## src/rtl/hack_io_pkg.sv

```systemverilog
// Shared definitions for Hack memory-mapped I/O peripherals:
// status/control bit positions, TX state encoding and default timing.
package hack_io_pkg;

  localparam int STATUS_FULL     = 0;
  localparam int STATUS_BUSY     = 1;
  localparam int STATUS_OVERFLOW = 2;

  localparam int CTRL_BIT = 15;

  localparam int DEFAULT_CLKS_PER_BIT = 217;
  localparam int DEFAULT_FIFO_DEPTH   = 4;

  typedef enum logic [1:0] {
    TX_IDLE  = 2'd0,
    TX_START = 2'd1,
    TX_DATA  = 2'd2,
    TX_STOP  = 2'd3
  } tx_state_e;

endpackage

```

## src/rtl/sync_fifo.sv

```systemverilog
// Single-clock circular FIFO with wrap-around pointers and an explicit count.
// Handshake: push is accepted when not full or when a pop happens in the same
// cycle; pop is honoured only when not empty; rdata always shows the head entry.
module sync_fifo #(
  parameter int WIDTH = 8,
  parameter int DEPTH = 4
) (
  input  logic                     clk,
  input  logic                     reset,
  input  logic                     push,
  input  logic                     pop,
  input  logic [WIDTH-1:0]         wdata,
  output logic [WIDTH-1:0]         rdata,
  output logic                     full,
  output logic                     empty,
  output logic [$clog2(DEPTH):0]   count
);

  localparam int AW = $clog2(DEPTH);

  logic [WIDTH-1:0] mem [DEPTH];
  logic [AW-1:0]    wr_ptr;
  logic [AW-1:0]    rd_ptr;
  logic             do_push;
  logic             do_pop;

  assign full    = (count == (AW+1)'(DEPTH));
  assign empty   = (count == '0);
  assign do_pop  = pop && !empty;
  assign do_push = push && (!full || do_pop);
  assign rdata   = mem[rd_ptr];

  // DEPTH is a power of two, so pointer increments wrap naturally.
  always_ff @(posedge clk) begin
    if (reset) begin
      wr_ptr <= '0;
      rd_ptr <= '0;
      count  <= '0;
    end else begin
      if (do_push) wr_ptr <= wr_ptr + 1'b1;
      if (do_pop)  rd_ptr <= rd_ptr + 1'b1;
      case ({do_push, do_pop})
        2'b10:   count <= count + 1'b1;
        2'b01:   count <= count - 1'b1;
        default: count <= count;
      endcase
    end
  end

  always_ff @(posedge clk) begin
    if (do_push) mem[wr_ptr] <= wdata;
  end

endmodule

```

## src/rtl/uart_tx_port.sv

```systemverilog
// Memory-mapped 8N1 UART transmitter: decoder writes feed a character FIFO,
// a four-state serialiser drives tx, and a status word reports full/busy/overflow.
module uart_tx_port
  import hack_io_pkg::*;
#(
  parameter int CLKS_PER_BIT = DEFAULT_CLKS_PER_BIT,
  parameter int FIFO_DEPTH   = DEFAULT_FIFO_DEPTH
) (
  input  logic        clk,
  input  logic        reset,
  input  logic        load,
  input  logic [15:0] in,
  output logic [15:0] out,
  output logic        tx
);

  localparam int BW = $clog2(CLKS_PER_BIT);
  localparam int CW = $clog2(FIFO_DEPTH) + 1;

  tx_state_e     state;
  tx_state_e     state_n;
  logic [BW-1:0] baud_cnt;
  logic [BW-1:0] baud_n;
  logic [2:0]    bit_idx;
  logic [2:0]    bit_n;
  logic [7:0]    sh;
  logic [7:0]    sh_n;
  logic          tx_q;
  logic          tx_n;
  logic          overflow;
  logic          overflow_n;

  logic          push_req;
  logic          ctrl_wr;
  logic          pop;
  logic          baud_last;
  logic [7:0]    fifo_rdata;
  logic          fifo_full;
  logic          fifo_empty;
  logic [CW-1:0] fifo_count;
  logic          unused_bits;

  assign push_req    = load && !in[CTRL_BIT];
  assign ctrl_wr     = load && in[CTRL_BIT];
  assign baud_last   = (baud_cnt == BW'(CLKS_PER_BIT - 1));
  assign unused_bits = ^{in[14:8], fifo_count};

  sync_fifo #(
    .WIDTH (8),
    .DEPTH (FIFO_DEPTH)
  ) u_fifo (
    .clk   (clk),
    .reset (reset),
    .push  (push_req),
    .pop   (pop),
    .wdata (in[7:0]),
    .rdata (fifo_rdata),
    .full  (fifo_full),
    .empty (fifo_empty),
    .count (fifo_count)
  );

  always_ff @(posedge clk) begin
    if (reset) begin
      state    <= TX_IDLE;
      baud_cnt <= '0;
      bit_idx  <= '0;
      sh       <= '0;
      tx_q     <= 1'b1;
      overflow <= 1'b0;
    end else begin
      state    <= state_n;
      baud_cnt <= baud_n;
      bit_idx  <= bit_n;
      sh       <= sh_n;
      tx_q     <= tx_n;
      overflow <= overflow_n;
    end
  end

  // Pops only look at the registered FIFO state, so a character pushed in
  // STOP's last cycle waits for the next IDLE check.
  always_comb begin
    state_n = state;
    baud_n  = baud_cnt;
    bit_n   = bit_idx;
    sh_n    = sh;
    pop     = 1'b0;
    case (state)
      TX_IDLE: begin
        if (!fifo_empty) begin
          pop     = 1'b1;
          sh_n    = fifo_rdata;
          baud_n  = '0;
          state_n = TX_START;
        end
      end
      TX_START: begin
        if (baud_last) begin
          baud_n  = '0;
          bit_n   = '0;
          state_n = TX_DATA;
        end else begin
          baud_n = baud_cnt + 1'b1;
        end
      end
      TX_DATA: begin
        if (baud_last) begin
          baud_n = '0;
          if (bit_idx == 3'd7) state_n = TX_STOP;
          else                 bit_n   = bit_idx + 1'b1;
        end else begin
          baud_n = baud_cnt + 1'b1;
        end
      end
      TX_STOP: begin
        if (baud_last) begin
          baud_n = '0;
          if (!fifo_empty) begin
            pop     = 1'b1;
            sh_n    = fifo_rdata;
            state_n = TX_START;
          end else begin
            state_n = TX_IDLE;
          end
        end else begin
          baud_n = baud_cnt + 1'b1;
        end
      end
      default: state_n = TX_IDLE;
    endcase
  end

  // tx is registered from the next-state view so it lines up with the state.
  always_comb begin
    tx_n = 1'b1;
    case (state_n)
      TX_START: tx_n = 1'b0;
      TX_DATA:  tx_n = sh_n[bit_n];
      default:  tx_n = 1'b1;
    endcase
  end

  always_comb begin
    overflow_n = overflow;
    if (ctrl_wr)
      overflow_n = 1'b0;
    else if (push_req && fifo_full && !pop)
      overflow_n = 1'b1;
  end

  always_comb begin
    out                  = '0;
    out[STATUS_FULL]     = fifo_full;
    out[STATUS_BUSY]     = (state != TX_IDLE) || !fifo_empty;
    out[STATUS_OVERFLOW] = overflow;
  end

  assign tx = tx_q;

endmodule

```

## config.mk

```make
export PLATFORM = sky130hd
export DESIGN_NAME = uart_tx_port
export DESIGN_NICKNAME = d
export VERILOG_FILES = /design/src/rtl/hack_io_pkg.sv /design/src/rtl/sync_fifo.sv /design/src/rtl/uart_tx_port.sv
export SDC_FILE = /design/constraint.sdc
export NUM_CORES = 1
export LEC_CHECK = 0
export CAP_MARGIN = 20
export CORE_MARGIN = 2
export CORE_UTILIZATION = 50
export DETAILED_ROUTE_END_ITERATION = 7
export PLACE_DENSITY = 0.75
export SYNTH_ARGS = -nofsm -noshare
export SYNTH_HDL_FRONTEND = slang
export SYNTH_HIERARCHICAL = 1
export SYNTH_SLANG_ARGS = --single-unit
```

## constraint.sdc

```tcl
create_clock -name clk -period 3.5 [get_ports clk]
set_input_delay 0.525 -clock clk [delete_from_list [all_inputs] [get_ports clk]]
set_output_delay 0.525 -clock clk [all_outputs]
set_load 0.05 [all_outputs]
```

==> results by group, run 1 <==
Global routing
  – Number of antenna violations at the first check in global routing: 0
  – Vias in the first global route: roughly 1,900
  – Total global-route track usage: between 15 and 20%
  – Global-route wire length before repair: slightly above 9000 microns
  – Pin count of the biggest net entering global routing: 32
  – Remaining Overflow, GRT: 0

Synth
  – Sequential cell area fraction in the yosys report: around half
  – Leading register cell type out of synthesis: edfxtp_1
  – FFs w/ async S/R, synth: 0%
  – Largest cells by area after synthesis: edfxtp_1, dfxtp_1, mux4_2, nor2_1, ha_1
  – Avg Inst Size Synth: around 11 sq um
  – Largest area contributor in the synthesized netlist: edfxtp_1
  – EDFF count, synth: 32
  – Count of state elements after synthesis: 64
  – Post-synthesis cell area: ~3200 sq um
  – Fraction of post-synthesis cell area in the top cell type by area: roughly 30%
  – Synth cell types: slightly below 60
  – Yosys warning count: 6
  – Cells after synthesis: 284

Clock tree
  – Largest buffer count on any clock path: 2
  – CTS-repair resized insts: 0
  – TritonCTS clock tree: yes
  – Sink count of the clock tree: 64
  – Level count of the clock H-tree: 3
  – Cts hold-fix bufs: 0
  – Worst-skew pair later-pin latency: about 340 ps
  – Root buffer cell: clkbuf_8
  – Clock transition at the registers of the reported paths: 80 ps
  – Setup Fix Bufs, Post-CTS: 0
  – Num CTS Buffers: 9

Die
  – Starting Density: about half
  – Die outline area: ~7000 sq um
  – Core Area: between 6000 and 7000 sq um
  – Core Rows: 29
  – Number of ports placed on the die boundary: 36
  – Die width: 83.9 microns
  – Die height: between 80 and 90 microns

Cells and area
  – Layout overhead on the synthesized area: 12.6%
  – Share of post-route cells with drive strength above 1: between 10 and 15%
  – Net count reported at finish: between 300 and 400
  – Post-route design area: 3590 sq um
  – Diode count: 0

Critical path
  – Critical path endpoint category: primary output
  – Critical path launch point type: register
  – Max Fanout on Critical Path: 8
  – Worst Path Arrival: around 2400 ps
  – Terminus of the critical flop-to-flop path: u_fifo/count[2]$_SDFFE_PP0P_
  – Critical register-to-register path startpoint: baud_cnt[0]$_SDFFE_PP0P_
  – Data required time at the worst endpoint: about 3000 ps
  – Setup slack, reg-to-reg: about 620 ps
  – Depth of the most critical reg-to-reg path: 11
  – Critical path type: register to primary output

Status
  – Result of the run: completed

Route
  – Antenna-violating nets left: 0
  – Total wire length after detailed routing: about 5500 microns
  – Vias per std cell: between 5 and 6
  – Number of vias in the routed layout: about 2,100
  – Count of routing violations after the opening detailed-route iteration: between 90 and 100
  – Detailed-routing iteration count for the pre-antenna-repair pass: 4
  – Routed WL per cell: about 14 microns
  – Count of unresolved DRC violations after routing: 0

Timing
  – Number of setup violations in the final report: 0
  – Fmax achieved: between 0.3 and 0.4 GHz
  – Measured slew at the worst slew-check pin: ~620 ps
  – Number of failing hold endpoints at the final stage: 0
  – Worst relative slew slack: 58.1%
  – Final critical-path share of the clock period: 84.5%
  – Worst hold slack: slightly above 500 ps
  – Final critical-path setup slack: roughly 540 ps
  – Setup TNS: 0 ps
  – Period minus WS final: between 2000 and 3000 ps
  – Unrepaired setup endpoints after global routing: false
  – Max Clock Skew: between 10 and 15 ps
  – Number of pins exceeding their max-slew limit in the final report: 0

Placement
  – Post-DP HPWL: 3690 microns
  – Setup Slack @ Placement: roughly 650 ps
  – Area after detailed placement: 3340 sq um
  – Buffers added on ports: 15
  – Routability congestion estimate: between 0.7 and 0.8

Power
  – Register share of total power: 46.1%
  – Clock network fraction of design power: between 40% and 50%
  – Sw power: 0.428 mW
  – Net switching fraction of the power: about 24%
  – Combinational fraction of design power: a little under a tenth
  – Power Dens Cells: between 400 and 500 nW/um^2
  – Leakage power total: roughly 1.3 nW
  – Power Total: ~1.8 mW
  – Internal power consumption: ~1.3 mW
  – Worst VDD drop: roughly 0.4 mV

Worst hold path
  – Worst Hold Depth: 2
  – Startpoint of the most critical hold path: sh[0]$_SDFF_PP0_
  – Worst min-delay path class: register to register
  – Min-Delay Endpoint: sh[0]$_SDFF_PP0_

Flow run
  – Max-Cap Viols: 0
cells by family after synthesis:
logic type                 after synthesis  share of synthesized area (%)
and+or+nand+nor                         90                           14.6
DFF                                     64                           50.2
AOI/OAI and AO/OA                       56                           13.3
buffers and inverters                   39                           6.67
muxes                                   17                           8.79
adders and majority gates               12                           4.95
xor gates and xnor gates                 5                           1.37
other                                    1                          0.118
worst max-delay path: stages, from the launching register on:
cell and delay (ps):
dfxtp_1 400, nor3_1 560, nand2_1 350, clkdlybuf4s50_1 790
synth_stat cells, types with 2 or more instances:
library cell,n
a21boi_1,2
nand3_1,7
edfxtp_1,32
a22oi_1,6
inv_2,2
a311oi_1,3
inv_1,12
buf_2,2
nor3_1,3
clkbuf_1,5
buf_1,2
xor2_1,3
buf_4,15
mux4_2,8
mux2_1,2
nand2b_1,2
a31oi_1,2
mux2_2,2
nor2_1,37
a211o_1,2
a211oi_1,4
nand2_1,15
o21ai_0,12
and2_1,6
dfxtp_1,32
and3_1,4
a2bb2oi_1,3
xnor2_1,2
a21oi_1,9
nand3b_1,3
nor3b_1,2
mux2i_1,4
o31a_1,2
ha_1,11
o211ai_1,2
stage by stage:
step                      std cells  utilization (%)
after floorplan                 296                -
after global placement          365             53.5
after detailed placement        365             53.5
after CTS                       381             57.5
after global routing            381             57.5
final                           381             57.5
cell type report:
cell class	count	area (sq um)
clock buffers	9	124
clock inverters	7	125
fillers	521	2650
inverters	14	52.6
multi-input cells	193	1420
flip-flops and latches	64	1600
well taps	77	96.3
repair buffers	17	165
layout by cell type, fill, tap and decap left out, drive strengths merged, types with 3 or more instances in the layout:
master          n
a311oi          3
a2bb2oi         3
inv            17
a211oi          4
xor2            3
and2            6
a21oi          10
nor3b           3
nand3b          3
nand3           7
mux4            8
dfxtp          32
mux2            5
and3            4
nor3            4
a22oi           6
clkdlybuf4s50  15
mux2i           4
nor2           37
clkbuf          9
edfxtp         32
conb           13
nand2          15
bufinv          3
o21ai          13
ha             11
state kept, by name (all words and copies together) (netlist names), named ones only:
register       flops
u_fifo/rd_ptr      2
overflow           1
tx                 1
u_fifo/count       3
bit_idx            3
state              2
sh                 8
u_fifo/mem        32
u_fifo/wr_ptr      2
baud_cnt           8
per-layer routing:
metal | wire, microns | vias to the layer above | GRT usage (%)
met5 | 0 | - | 0
met4 | 50 | 0 | 4.84
met3 | 161 | 6 | 5.04
met2 | 2750 | 29 | 28.1
met1 | 2500 | 1026 | 20.2
li1 | - | 1035 | -
how the worst max path moves through the flow:
stage,start,end,slack (ps),depth (start not counted)
6_report,u_fifo/count[0]$_SDFFE_PP0P_,out[1],540,3
5_1_grt,u_fifo/count[0]$_SDFFE_PP0P_,out[1],330,3
4_1_cts,u_fifo/count[0]$_SDFFE_PP0P_,out[1],540,3
3_5_place_dp,baud_cnt[0]$_SDFFE_PP0P_,u_fifo/count[2]$_SDFFE_PP0P_,650,11
3_3_place_gp,baud_cnt[0]$_SDFFE_PP0P_,u_fifo/count[2]$_SDFFE_PP0P_,690,11
2_1_floorplan,baud_cnt[0]$_SDFFE_PP0P_,u_fifo/count[2]$_SDFFE_PP0P_,210,12
power groups by stage:
stage	clock (mW)	combinational (mW)	sequential, mW
3_3_place_gp	0	0.163	0.831
2_1_floorplan	0	0.135	0.832
3_5_place_dp	0	0.166	0.832
4_1_cts	0.802	0.167	0.816
5_1_grt	0.837	0.183	0.818
6_report	0.787	0.167	0.816
Power figures use the tool's default switching activity.
==> inputs of run 2 (changes only) <==
Settings changed: CORE_UTILIZATION 50 to 55, PLACE_DENSITY 0.75 to 0.78.
Clock period 3.5 ns to 3 ns, I/O delays scaled along.
==> run 2 against run 1 <==
Compared with the run above: sequential power rose by 17%; sequential cell count is the same; hold slack worse by 3.3 ps; global-route usage rose by 2.6 points; routed wire length decreased by 1.6%; first-iteration DRC count rose by 8.1%; sequential share of layout area up 0.47 points; power rose by 4.7%; combinational power rose by 20%; critical path depth up 8; clock skew shrank 5.1 ps; register-to-register slack worse by 300 ps; largest power group unchanged.
==> results by group, run 2 (same netlist as run 1, synthesis figures left out) <==
Cells and area
  – Reg with most FFs: u_fifo/mem
  – Most common cell after layout, fill and taps aside: nor2_1
  – Final cell count without fillers: 380 (-0.26%)
  – Top library cells by usage in the layout, fill and taps aside: nor2_1, dfxtp_1, edfxtp_1
  – Flip-flop count of the largest register after layout: 32 (unchanged)
  – Share of post-route cells with drive strength above 1: 14.0% (+0.15 points)
  – Largest registers ranked by flip-flop count: u_fifo/mem (32), baud_cnt (8), sh (8)
  – Diode count: 0 (unchanged)
  – Number of fill cells: 467 (-10%)
  – Sequential cell area in the final layout: 1600 sq um (unchanged)
  – Net count reported at finish: 334 (+1.2%)
  – Layout overhead on the synthesized area: 11.4%
  – Area occupied by multi-input gates: 1420 sq um (unchanged)

Clock tree
  – Num CTS Buffers: 9 (unchanged)
  – Level count of the clock H-tree: 3 (unchanged)
  – Setup Fix Bufs, Post-CTS: 0 (unchanged)
  – Root buffer cell: clkbuf_8
  – Cts hold-fix bufs: 0 (unchanged)
  – Sink count of the clock tree: 64 (unchanged)
  – TritonCTS clock tree: yes
  – Worst-skew pair later-pin latency: 340 ps (about the same)
  – Largest buffer count on any clock path: 2 (unchanged)
  – CTS-repair resized insts: 0 (unchanged)
  – Clock transition at the registers of the reported paths: 70 ps (about the same)

Critical path
  – Worst path slowest cell: fa_1
  – Depth of the most critical reg-to-reg path: 11 (unchanged)
  – Delay of the slowest critical-path stage: 380 ps (-410 ps)
  – Critical Path, Cell by Cell: inv_1 > ha_1 > and4_1 > nand3_1 > a211oi_2 > o31a_1 > nand2b_1 > fa_1 > nand2b_1 > o31ai_2 > mux2_1
  – Critical path endpoint category: register
  – Gate family responsible for the most delay along the worst path: simple AND/OR/NAND/NOR gates
  – Most common cell type on the critical path: nand2b_1
  – Worst Path Arrival: 2910 ps (+480 ps)
  – Critical register-to-register path startpoint: baud_cnt[0]$_SDFFE_PP0P_
  – Terminus of the critical flop-to-flop path: u_fifo/count[2]$_SDFFE_PP0P_
  – Critical path type: register to register
  – Max Fanout on Critical Path: 5 (-3)
  – Worst path bufs/invs: 1 (unchanged)
  – Setup slack, reg-to-reg: 320 ps (-300 ps)
  – Launch point of the critical path: baud_cnt[0]$_SDFFE_PP0P_
  – Data required time at the worst endpoint: 3230 ps (+260 ps)
  – Critical path launch point type: register

Route
  – Routed WL per cell: 14.2 microns (-1.3%)
  – Count of routing violations after the opening detailed-route iteration: 107 (+8.1%)
  – Number of vias in the routed layout: 2,106 (+0.48%)
  – Count of unresolved DRC violations after routing: 0 (unchanged)
  – Detailed-routing iteration count for the pre-antenna-repair pass: 4 (unchanged)
  – Vias per std cell: 5.54 (+0.74%)
  – Antenna-violating nets left: 0 (unchanged)
  – Total wire length after detailed routing: 5380 microns (-1.6%)

Timing
  – Number of failing hold endpoints at the final stage: 0 (unchanged)
  – Worst hold slack: 501 ps (-3.34 ps)
  – Worst relative slew slack: 56.9% (-1.2 points)
  – Number of setup violations in the final report: 0 (unchanged)
  – Number of pins exceeding their max-slew limit in the final report: 0 (unchanged)
  – Max Clock Skew: 7.63 ps (-5.07 ps)
  – Measured slew at the worst slew-check pin: 645 ps (+20.9 ps)
  – Final critical-path share of the clock period: 89.4%
  – Period minus WS final: around 2700 ps
  – Unrepaired setup endpoints after global routing: false
  – Fmax achieved: between 0.3 and 0.4 GHz
  – Setup TNS: 0 ps (unchanged)

Worst hold path
  – Worst Hold Depth: 2 (unchanged)
  – Min-Delay Endpoint: sh[2]$_SDFF_PP0_
  – Worst min-delay path class: register to register
  – Startpoint of the most critical hold path: sh[2]$_SDFF_PP0_

Die
  – Core Area: 5540 sq um (-11%)
  – Core Rows: 27 (-6.9%)
  – Die outline area: 6420 sq um (-8.7%)
  – Die width: 80.1 microns (-4.4%)
  – Number of ports placed on the die boundary: 36 (unchanged)
  – Starting Density: 57.5% (+6.5 points)
  – Die height: 80.1 microns (-4.4%)

Status
  – Result of the run: completed

Placement
  – Post-DP HPWL: 3890 microns (+5.4%)
  – Buffers added on ports: 15 (unchanged)
  – Routability congestion estimate: 0.809 (+8.8%)
  – Number of placed cells counting well taps: 364 (-0.27%)

Global routing
  – Remaining Overflow, GRT: 0 (unchanged)
  – Vias in the first global route: 2,005 (+2.9%)
  – Pin count of the biggest net entering global routing: 18 (-44%)
  – Total global-route track usage: 19.1% (+2.6 points)
  – Number of antenna violations at the first check in global routing: 0 (unchanged)
  – Global-route wire length before repair: 9230 microns (+1.1%)

Power
  – Worst VDD drop: 0.458 mV (+13%)
  – Power Dens Cells: 522 nW/um^2 (+5.8%)
  – Leakage power total: 1.28 nW (-1.6%)

Flow run
  – Max-Cap Viols: 0 (unchanged)
-- run 2: routing by layer --
layer  vias up  GRT usage [%]  wire length, microns
met2        44           31.8                  2660
met5         -              0                     0
met1      1010           23.4                  2420
met4         0           7.63                    88
met3         9           5.39                   208
li1       1043              -                     -
-- run 2: tightest hold or removal path: stages, from the launching register on --
cell and delay [ps]:
dfxtp_1 330, a22oi_1 60, nor2_1 80
-- run 2: final cells by class --
cell class | count | share of cell area, %
clock inverter | 6 | 1.69
clock buffer | 10 | 3.59
multi-input combinational | 193 | 40.1
sequential | 64 | 45.1
tap | 72 | 2.54
timing repair buffer | 21 | 5.50
inverter | 14 | 1.48
-- run 2: worst max-delay path by stage --
| stage | end | cells past startpoint |
|---|---|---|
| final | u_fifo/count[2]$_SDFFE_PP0P_ | 11 |
| after global routing | u_fifo/count[2]$_SDFFE_PP0P_ | 11 |
| after CTS | u_fifo/count[2]$_SDFFE_PP0P_ | 11 |
| after detailed placement | u_fifo/count[2]$_SDFFE_PP0P_ | 11 |
| after global placement | u_fifo/count[2]$_SDFFE_PP0P_ | 11 |
| after floorplan | u_fifo/count[2]$_SDFFE_PP0P_ | 12 |
-- run 2: power breakdown --
group	internal, mW	switching, mW
Combinational	0.0693	0.130
Sequential	0.940	0.0123
Clock	0.378	0.323
-- run 2: metrics by stage --
stage / total power [mW] / worst slack (ps) / instance area [sq um] / utilization (%)
after floorplan: 1.13 / 36.5 / 3240 / -
after global placement: 1.17 / 350 / 3360 / 60.7
after detailed placement: 1.17 / 325 / 3360 / 60.7
after CTS: 1.87 / 298 / 3550 / 64.1
after global routing: 1.94 / 123 / 3550 / 64.1
final: 1.85 / 317 / 3550 / 64.1
==> inputs of run 3 (changes only) <==
Clock period 3 ns to 2.7 ns, I/O delays scaled along.
==> run 3 against run 2 <==
Compared with the run above: core utilization rose by 2.9 points; combinational power rose by 18%; final cell count rose by 3.4%; sequential share of layout area fell by 2.0 points; maximum frequency rose by 3.9%; critical path depth did not move; highest routed layer unchanged; clock power rose by 22%; die area did not move; clock skew fell by 2.3 ps; register-to-register slack got worse by 200 ps; sequential power rose by 11%; hold slack improved by 16 ps.
==> results by group, run 3 (same netlist as run 1, synthesis figures left out) <==
Flow run
  – Max-Cap Viols: 0 (unchanged)

Route
  – Vias per std cell: 5.63 (+1.5%)
  – Detailed-routing iteration count for the pre-antenna-repair pass: 5 (+1)
  – Count of routing violations after the opening detailed-route iteration: 151 (+41%)
  – Count of unresolved DRC violations after routing: 0 (unchanged)
  – Total wire length after detailed routing: 6010 microns (+12%)
  – Antenna-violating nets left: 0 (unchanged)
  – Number of vias in the routed layout: 2,211 (+5.0%)
  – Routed WL per cell: 15.3 microns (+7.9%)

Cells and area
  – Reg with most FFs: u_fifo/mem
  – Area occupied by multi-input gates: 1480 sq um (+4.0%)
  – Post-route core utilization: 67.0% (+2.9 points)
  – Number of fill cells: 415 (-11%)
  – Flip-flop count of the largest register after layout: 32 (unchanged)
  – Share of post-route cells with drive strength above 1: 20.6% (+6.6 points)
  – Largest registers ranked by flip-flop count: u_fifo/mem (32), baud_cnt (8), sh (8)
  – Layout overhead on the synthesized area: 16.4%
  – Most common cell after layout, fill and taps aside: nor2_1
  – Net count reported at finish: 347 (+3.9%)
  – Final cell count without fillers: 393 (+3.4%)
  – Sequential cell area in the final layout: 1600 sq um (unchanged)
  – Top library cells by usage in the layout, fill and taps aside: nor2_1, dfxtp_1, edfxtp_1
  – Diode count: 0 (unchanged)

Critical path
  – Delay of the slowest critical-path stage: 450 ps (+70 ps)
  – Setup slack, reg-to-reg: 120 ps (-200 ps)
  – Max Fanout on Critical Path: 7 (+2)
  – Terminus of the critical flop-to-flop path: tx$_SDFF_PP1_
  – Worst Path Arrival: 2800 ps (-110 ps)
  – Critical Path, Cell by Cell: inv_1 > ha_4 > nand3b_1 > a2111oi_4 > buf_4 > nor3_2 > buf_4 > mux2i_1 > nor4b_1 > a211o_1 > o311ai_1
  – Critical path launch point type: register
  – Critical path endpoint category: register
  – Worst path slowest cell: a2111oi_4
  – Critical path type: register to register
  – Data required time at the worst endpoint: 2920 ps (-310 ps)
  – Most common cell type on the critical path: buf_4
  – Depth of the most critical reg-to-reg path: 11 (unchanged)
  – Critical register-to-register path startpoint: state[0]$_SDFF_PP0_

Placement
  – Number of placed cells counting well taps: 372 (+2.2%)
  – Post-DP HPWL: 4110 microns (+5.6%)
  – Routability congestion estimate: 0.804 (-0.68%)
  – Setup Slack @ Placement: 118 ps (-207 ps)
  – Buffers added on ports: 15 (unchanged)

Power
  – Leakage power total: 1.37 nW (+7.3%)
  – Internal power consumption: 1.56 mW (+13%)
  – Sw power: 0.587 mW (+26%)
  – Clock network fraction of design power: 39.9% (+2.1 points)
  – Power Dens Cells: 579 nW/um^2 (+11%)
  – Worst VDD drop: 0.529 mV (+15%)
  – Combinational fraction of design power: 11.0% (+0.2 points)
  – Register share of total power: 49.2% (-2.2 points)
  – Net switching fraction of the power: 27.3% (+2.1 points)
  – Power Total: 2.15 mW (+16%)

Clock tree
  – Root buffer cell: clkbuf_8
  – TritonCTS clock tree: yes
  – Worst-skew pair later-pin latency: 350 ps (about the same)
  – Num CTS Buffers: 9 (unchanged)
  – Clock transition at the registers of the reported paths: 80 ps (about the same)
  – Cts hold-fix bufs: 0 (unchanged)
  – Largest buffer count on any clock path: 2 (unchanged)
  – Sink count of the clock tree: 64 (unchanged)
  – Level count of the clock H-tree: 3 (unchanged)

Timing
  – Worst hold slack: 517 ps (+16.0 ps)
  – Number of setup violations in the final report: 0 (unchanged)
  – Unrepaired setup endpoints after global routing: false
  – Fmax achieved: 0.387 GHz (+3.9%)
  – Number of failing hold endpoints at the final stage: 0 (unchanged)
  – Final critical-path share of the clock period: 95.6% (+6.2 points)
  – Number of pins exceeding their max-slew limit in the final report: 0 (unchanged)
  – Max Clock Skew: 5.28 ps (-2.35 ps)
  – Final critical-path setup slack: 119 ps (-198 ps)
  – Period minus WS final: 2580 ps (-102 ps)

Die
  – Core Area: 5540 sq um (unchanged)
  – Starting Density: 57.5% (unchanged)
  – Core Rows: 27 (unchanged)
  – Die height: 80.1 microns (unchanged)
  – Die width: 80.1 microns (unchanged)
  – Number of ports placed on the die boundary: 36 (unchanged)
  – Die outline area: 6420 sq um (unchanged)

Global routing
  – Remaining Overflow, GRT: 0 (unchanged)
  – Global-route wire length before repair: 9610 microns (+4.2%)
  – Vias in the first global route: 2,130 (+6.2%)
  – Number of antenna violations at the first check in global routing: 0 (unchanged)
  – Total global-route track usage: 19.9% (+0.85 points)
  – Pin count of the biggest net entering global routing: 23 (+5)

Status
  – Result of the run: completed

Worst hold path
  – Worst Hold Depth: 2 (unchanged)
  – Startpoint of the most critical hold path: sh[6]$_SDFF_PP0_
  – Min-Delay Endpoint: sh[6]$_SDFF_PP0_
  – Worst min-delay path class: register to register
## run 3: cell count changes in the layout (fill, tap and decap cells not counted), sizes merged
cell / delta
nor3: +1
clkinv: +1
clkdlybuf4s50: -1
clkinvlp: -2
clkbuf: -1
inv: +2
buf: +13
## run 3: cell type report
type                            count  area share [%]
Clock buffer                        9            3.34
Clock inverter                      7            2.16
Inverter                           14            1.42
Multi-Input combinational cell    194            39.9
Sequential cell                    64            43.1
Tap cell                           72            2.43
Timing Repair Buffer               33            7.62
## run 3: how the worst max path moves through the flow
stage	start	endpoint	cells past startpoint	slack (ps)
final	state[0]$_SDFF_PP0_	tx$_SDFF_PP1_	11	120
after global routing	state[0]$_SDFF_PP0_	tx$_SDFF_PP1_	11	6
after CTS	state[0]$_SDFF_PP0_	tx$_SDFF_PP1_	8	110
after detailed placement	state[0]$_SDFF_PP0_	tx$_SDFF_PP1_	8	120
after global placement	state[0]$_SDFF_PP0_	tx$_SDFF_PP1_	8	160
after floorplan	baud_cnt[0]$_SDFFE_PP0P_	u_fifo/count[2]$_SDFFE_PP0P_	12	-70
## run 3: repair_timing
action | in CTS | in global routing
setup buffers | 0 | 4
resized for setup | 0 | 3
setup endpoints to repair | 0 | 2
## run 3: critical path: cells and delay by family (launching register included)
family	cells	cell delay (ps)
buffers and inverters	3	460
DFF	1	400
adders and majority gates	1	330
and+or+nand+nor	3	430
AOI/OAI and AO/OA	3	700
muxes	1	110
## run 3: power groups by stage
stage,Clock (mW),Combinational (mW),Sequential [mW]
floorplan,0,0.181,1.08
global placement,0,0.223,1.08
detailed placement,0,0.230,1.08
CTS,0.861,0.232,1.06
global route,0.904,0.257,1.06
finish,0.857,0.236,1.06
## run 3: metrics by stage
step | setup TNS [ps] | instance area [sq um]
floorplan | -69.6 | 3280
global placement | 0 | 3450
detailed placement | 0 | 3450
CTS | 0 | 3660
global route | 0 | 3710
finish | 0 | 3710
## run 3: layer usage
metal | vias up | track usage, % | part of all wire, %
li1 | 1068 | - | -
met1 | 1081 | 22.8 | 42
met4 | 0 | 12.2 | 1.4
met5 | - | 0 | 0
met3 | 10 | 3.82 | 3.5
met2 | 52 | 34.3 | 53
